--- src/rtl/branch_predictor_rv32i.sv ---
// Direct-mapped BHT/BTB with 2-bit counters plus execute-stage branch resolution.
// Optional build macro BRANCH_STATS_EN adds branch and mispredict counters.
module branch_predictor_rv32i #(
  parameter int XLEN      = 32,
  parameter int BHT_DEPTH = 16
) (
  input  logic            clk,
  input  logic            rst,
  input  logic [XLEN-1:0] if_pc,
  output logic            pred_taken,
  output logic [XLEN-1:0] pred_target,
  input  logic            ex_valid,
  input  logic [XLEN-1:0] ex_pc,
  input  logic [XLEN-1:0] PC_new,
  input  logic [XLEN-1:0] PC_branch,
  input  logic [XLEN-1:0] in1,
  input  logic [XLEN-1:0] in2,
  input  logic            cu_branch,
  input  logic [2:0]      cu_branchtype,
  input  logic            ex_pred_taken,
  input  logic [XLEN-1:0] ex_pred_target,
  output logic [XLEN-1:0] PC_in,
  output logic            br_taken,
  output logic            mispredict
`ifdef BRANCH_STATS_EN
  ,
  output logic [31:0]     stat_branches,
  output logic [31:0]     stat_mispredicts
`endif
);

  localparam int IDX_W = $clog2(BHT_DEPTH);
  localparam int TAG_W = XLEN - 2 - IDX_W;

  typedef enum logic [2:0] {
    BR_EQ  = 3'b000,
    BR_NE  = 3'b001,
    BR_LT  = 3'b010,
    BR_GE  = 3'b011,
    BR_LTU = 3'b100,
    BR_GEU = 3'b101
  } br_type_e;

  logic             valid_q  [BHT_DEPTH];
  logic [TAG_W-1:0] tag_q    [BHT_DEPTH];
  logic [XLEN-1:0]  target_q [BHT_DEPTH];
  logic [1:0]       ctr_q    [BHT_DEPTH];

  logic [IDX_W-1:0] if_idx, ex_idx;
  logic [TAG_W-1:0] if_tag, ex_tag;
  logic             ex_hit, cond;
  logic [1:0]       ctr_d;
  logic             unused_pc_bits;

  assign if_idx = if_pc[IDX_W+1:2];
  assign if_tag = if_pc[XLEN-1:IDX_W+2];
  assign ex_idx = ex_pc[IDX_W+1:2];
  assign ex_tag = ex_pc[XLEN-1:IDX_W+2];
  assign unused_pc_bits = ^{if_pc[1:0], ex_pc[1:0]};

  // Lookup reads the arrays before the edge, so a same-index update is not forwarded.
  assign pred_taken  = valid_q[if_idx] & (tag_q[if_idx] == if_tag) & ctr_q[if_idx][1];
  assign pred_target = target_q[if_idx];
  assign ex_hit      = valid_q[ex_idx] & (tag_q[ex_idx] == ex_tag);

  always_comb begin
    cond = 1'b0;
    case (br_type_e'(cu_branchtype))
      BR_EQ:   cond = (in1 == in2);
      BR_NE:   cond = (in1 != in2);
      BR_LT:   cond = ($signed(in1) <  $signed(in2));
      BR_GE:   cond = ($signed(in1) >= $signed(in2));
      BR_LTU:  cond = (in1 <  in2);
      BR_GEU:  cond = (in1 >= in2);
      default: cond = 1'b0;
    endcase
  end

  assign br_taken   = cu_branch & ex_valid & cond;
  assign PC_in      = br_taken ? PC_branch : PC_new;
  assign mispredict = ex_valid & ((br_taken != ex_pred_taken) |
                                  (br_taken & ex_pred_taken & (ex_pred_target != PC_branch)));

  always_comb begin
    ctr_d = ctr_q[ex_idx];
    if (!ex_hit)
      ctr_d = br_taken ? 2'b10 : 2'b01;
    else if (br_taken)
      ctr_d = (ctr_q[ex_idx] == 2'b11) ? 2'b11 : ctr_q[ex_idx] + 2'b01;
    else
      ctr_d = (ctr_q[ex_idx] == 2'b00) ? 2'b00 : ctr_q[ex_idx] - 2'b01;
  end

  // A predicted-taken non-branch means the entry is stale: drop it.
  always_ff @(posedge clk) begin
    if (rst) begin
      valid_q  <= '{default: 1'b0};
      tag_q    <= '{default: '0};
      target_q <= '{default: '0};
      ctr_q    <= '{default: 2'b01};
    end else if (ex_valid && cu_branch) begin
      valid_q[ex_idx]  <= 1'b1;
      tag_q[ex_idx]    <= ex_tag;
      target_q[ex_idx] <= PC_branch;
      ctr_q[ex_idx]    <= ctr_d;
    end else if (ex_valid && ex_pred_taken) begin
      valid_q[ex_idx]  <= 1'b0;
    end
  end

`ifdef BRANCH_STATS_EN
  logic [31:0] stat_br_q, stat_mp_q;

  always_ff @(posedge clk) begin
    if (rst) begin
      stat_br_q <= '0;
      stat_mp_q <= '0;
    end else begin
      if (ex_valid && cu_branch) stat_br_q <= stat_br_q + 32'd1;
      if (mispredict)            stat_mp_q <= stat_mp_q + 32'd1;
    end
  end

  assign stat_branches    = stat_br_q;
  assign stat_mispredicts = stat_mp_q;
`endif

endmodule

--- config.mk ---
export PLATFORM = sky130hd
export DESIGN_NAME = branch_predictor_rv32i
export DESIGN_NICKNAME = d
export VERILOG_FILES = /design/src/rtl/branch_predictor_rv32i.sv
export SDC_FILE = /design/constraint.sdc
export NUM_CORES = 2
export LEC_CHECK = 0
export ABC_CLOCK_PERIOD_IN_PS = 3150
export BUFFER_PORTS_ARGS = -buffer_cell sky130_fd_sc_hd__buf_2
export CAP_MARGIN = 5
export CORE_AREA = 4 4 403 405
export CTS_CLUSTER_SIZE = 16
export DETAILED_ROUTE_END_ITERATION = 10
export DIE_AREA = 0 0 407 409
export HOLD_SLACK_MARGIN = 0.12
export PLACE_DENSITY = 0.48
export SYNTH_ARGS = -nofsm -noshare
export SYNTH_HDL_FRONTEND = slang
export SYNTH_SLANG_ARGS = --single-unit
--- constraint.sdc ---
create_clock -name clk -period 3.15 [get_ports clk]
set_input_delay 0.1575 -clock clk [delete_from_list [all_inputs] [get_ports clk]]
set_output_delay 0.1575 -clock clk [all_outputs]
set_load 0.01 [all_outputs]
==> metrics.cfg <==
[synth]
syn_nets = 5713
synthDistinctLibCells = 71
syn_area_um2 = 47360
ys_warn_count = 0
syn_inst = 5448
async_reset_ff_frac = 0
synth_compound_area_frac = 0.1325
post_synth_fa_ha_maj_area_fraction = 0.008930
synthXorXnorAreaFrac = 0.01424
syn_avg_cell_area_um2 = 8.693
synthFlopType = dfxtp_1
synth_seq_cells = 976
synth_top_family_by_area = multiplexers
ys_seq_area_frac = 0.4126
synthMuxAreaShare = 0.2046
synth-simple-area-share = 0.1753
synth-edff-count = 0

[critical_path]
r2r-start = tag_q[324]
cp-start-kind = flip-flop
reg2regPathDepth = 13
critical_path_required_ns = 2.99
crit_type = reg -> out
slowest_stage = mux4_2
cp-end-kind = primary output
cp_max_fo = 2
crit_arrival_ns = 3.73
crit_path_max_incr_delay_ns = 0.59
crit_path_cell_trace = buf_6 -> mux4_2 -> mux4_2 -> xnor2_2 -> buf_4 -> nand4_1 -> nor3_2 -> nand4_1 -> buf_6 -> nor3_4 -> buf_2
crit-reg2reg-capture = ctr_q[6]
r2r_slack_ns = -0.54

[routing]
viasPerCell = 5.371
first_iter_violations = 4816
avgRoutedWirePerCell_um = 25.20
drc = 0
dr.pass1.iters = 6
antenna_left = 0
routed_wl_um = 206500
vias = 44010

[power_and_ir_drop]
clkPwrFrac = 0.463
power_frac_comb = 0.098
ir_drop_mv = 0.4641
p_switching_mw = 7.400
p_per_area_nw_per_um2 = 471.3
finalPower_mw = 28.45
intPower_mw = 21.04
switching_share = 0.2602
p_leak_nw = 21.60
pwr-share-seq = 0.439

[timing]
slew_headroom = 0.1671
setup_viol = 33
hold_violations = 0
fin_skew_ns = 0.04906
finalCritPeriodShare = 1.235
maxClockFrequency_mhz = 257.1
rsz0062_at_grt = true
setup_slack_ns = -0.7391
slew_viol_final = 0
min_period_ns = 3.889
worst_pin_slew_ns = 1.246

[clocking]
clkSinkCount = 976
cts_max_level = 3
cts_root_buffer = clkbuf_16
cts_tree = yes
clk_pin_slew_ns = 0.06
cts_made_buffers = 109
cts_buffer_depth = 3
clock_latency_ns = 0.76

[final_layout]
layout_commonest_cell = nand2_1
layout-drive-gt1-share = 0.2694
area_growth_pct = 27.44
final_util = 0.3811
nNetsFinal = 6292
layout_common_cells = nand2_1 (1890), a21oi_1 (971), dfxtp_1 (969)
fillers = 15930

[min_path]
hold_end = target_q[144]
min_from = cu_branch
hp-class = in -> reg
worstHoldPathCells = 7

[die]
core-area_um2 = 158400
start_util = 0.2990
io_pins = 299
rows = 146
die_h_um = 409
die_w_um = 407
dieArea_um2 = 166500

[global_route]
first_global_vias = 42410
grt_usage = 0.2408
antenna_found_initial = 7
grt_pass1_wl_um = 297700
grt_max_degree = 119
grt_overflow = 0

[placement]
gp_congestion = 0.9418
pre_cts_ws_ns = -1.264
portBuffers = 294
dp_hpwl_um = 131400

[run_status]
violations = negative setup slack
outcome = finished, violations left

[run]
max_cap_viol_count = 0

## worst max-delay path, delay by kind of cell (launching register included)
| family | cells | cell delay, ns |
|---|---|---|
| simple gates | 4 | 0.74 |
| xor+xnor | 1 | 0.19 |
| mux | 2 | 1.09 |
| buf+inv | 4 | 0.67 |
| flops | 1 | 0.33 |
## routing by layer
| layer | up-vias | global-route usage | wire length [um] |
|---|---|---|---|
| met5 | - | 0 | 27 |
| met4 | 4 | 0.07005 | 6690 |
| met3 | 377 | 0.03963 | 14970 |
| met2 | 1868 | 0.3929 | 96680 |
| met1 | 21880 | 0.3278 | 88140 |
| li1 | 19890 | - | - |
## sequential cells by signal, indices dropped and copies added, names as in the netlist, named ones only
| signal | flops |
|---|---|
| ctr_q | 32 |
| tag_q | 416 |
| target_q | 512 |
## stage by stage
stage          area [um2]  cells  hold WS (ns)  setup TNS, ns
6_report            60350   8194        0.1689         -16.54
5_1_grt             60350   8191        0.1831         -19.87
4_1_cts             60100   8187        0.1312         -20.94
3_5_place_dp        55520   7915        0.4449         -38.42
3_3_place_gp        55520   7915        0.4369         -38.48
2_1_floorplan       47410   5448        0.4331        -0.1380
## worst max path at each step
stage | slack (ns) | to | start
2_1_floorplan | -0.01 | ctr_q[19] | ex_pc[2]
3_3_place_gp | -1.29 | ctr_q[5] | ex_pc[2]
3_5_place_dp | -1.26 | ctr_q[31] | ex_pc[2]
4_1_cts | -0.87 | pred_taken | tag_q[183]
5_1_grt | -0.82 | pred_taken | tag_q[183]
6_report | -0.74 | pred_taken | tag_q[105]
## cells in the mapped netlist, drive strengths merged, types with 4 or more instances
master,count,area [um2]
a211oi,9,67.56
a21o,5,37.54
a21oi,990,4955
a221oi,18,170.2
a22oi,16,120.1
a31oi,6,37.54
and2,6,37.54
and4,4,35.03
buf,82,525.5
clkbuf,461,1730
dfxtp,976,19540
ha,33,412.9
inv,52,195.2
mux2,48,540.5
mux2i,84,840.8
mux4,369,8310
nand2,1906,7154
nand2b,6,37.54
nand3,16,80.08
nand3b,18,135.1
nand4,24,150.1
nor2,68,255.2
nor2b,12,75.07
nor3,37,185.2
nor4,6,37.54
o211ai,4,30.03
o21a,4,30.03
o21ai,36,180.2
o22ai,10,62.56
o31a,5,43.79
o31ai,16,257.7
or3b,4,35.04
xnor2,63,551.8
xor2,14,122.6
## timing repair
action                     in CTS  in global routing
buffers inserted               10                  3
hold endpoints to repair      937                  0
resized for setup              52                 34
hold buffers                   59                  0
gates cloned                    2                  1
setup endpoints to repair      72                 71
pin swaps                      18                 11
## cells by family after synthesis
kind of cell	after synthesis
simple gates	2118
compound gates	1147
flops	976
buf+inv	595
mux	501
xor+xnor	77
fa+ha+maj	34
## power by group through the flow
| stage | registers [mW] | clock network, mW | logic, mW |
|---|---|---|---|
| final | 12.5 | 13.2 | 2.79 |
| after global routing | 12.5 | 13.8 | 2.96 |
| after CTS | 12.5 | 13.3 | 2.75 |
| after detailed placement | 12.8 | 0 | 2.66 |
| after global placement | 12.8 | 0 | 2.65 |
| after floorplan | 12.7 | 0 | 1.44 |
## layout make-up
class	count	area, um2	share of cell area
Inverter	52	202.7	0.003358
Tap cell	2072	2592	0.04295
Multi-Input combinational cell	3878	25920	0.4295
Timing Repair Buffer	1010	8402	0.1392
Sequential cell	976	19550	0.3239
Clock buffer	166	3273	0.05423
Antenna cell	4	10.01	0.0001658
Clock inverter	36	404.1	0.006696
Power figures use the tool's default switching activity.
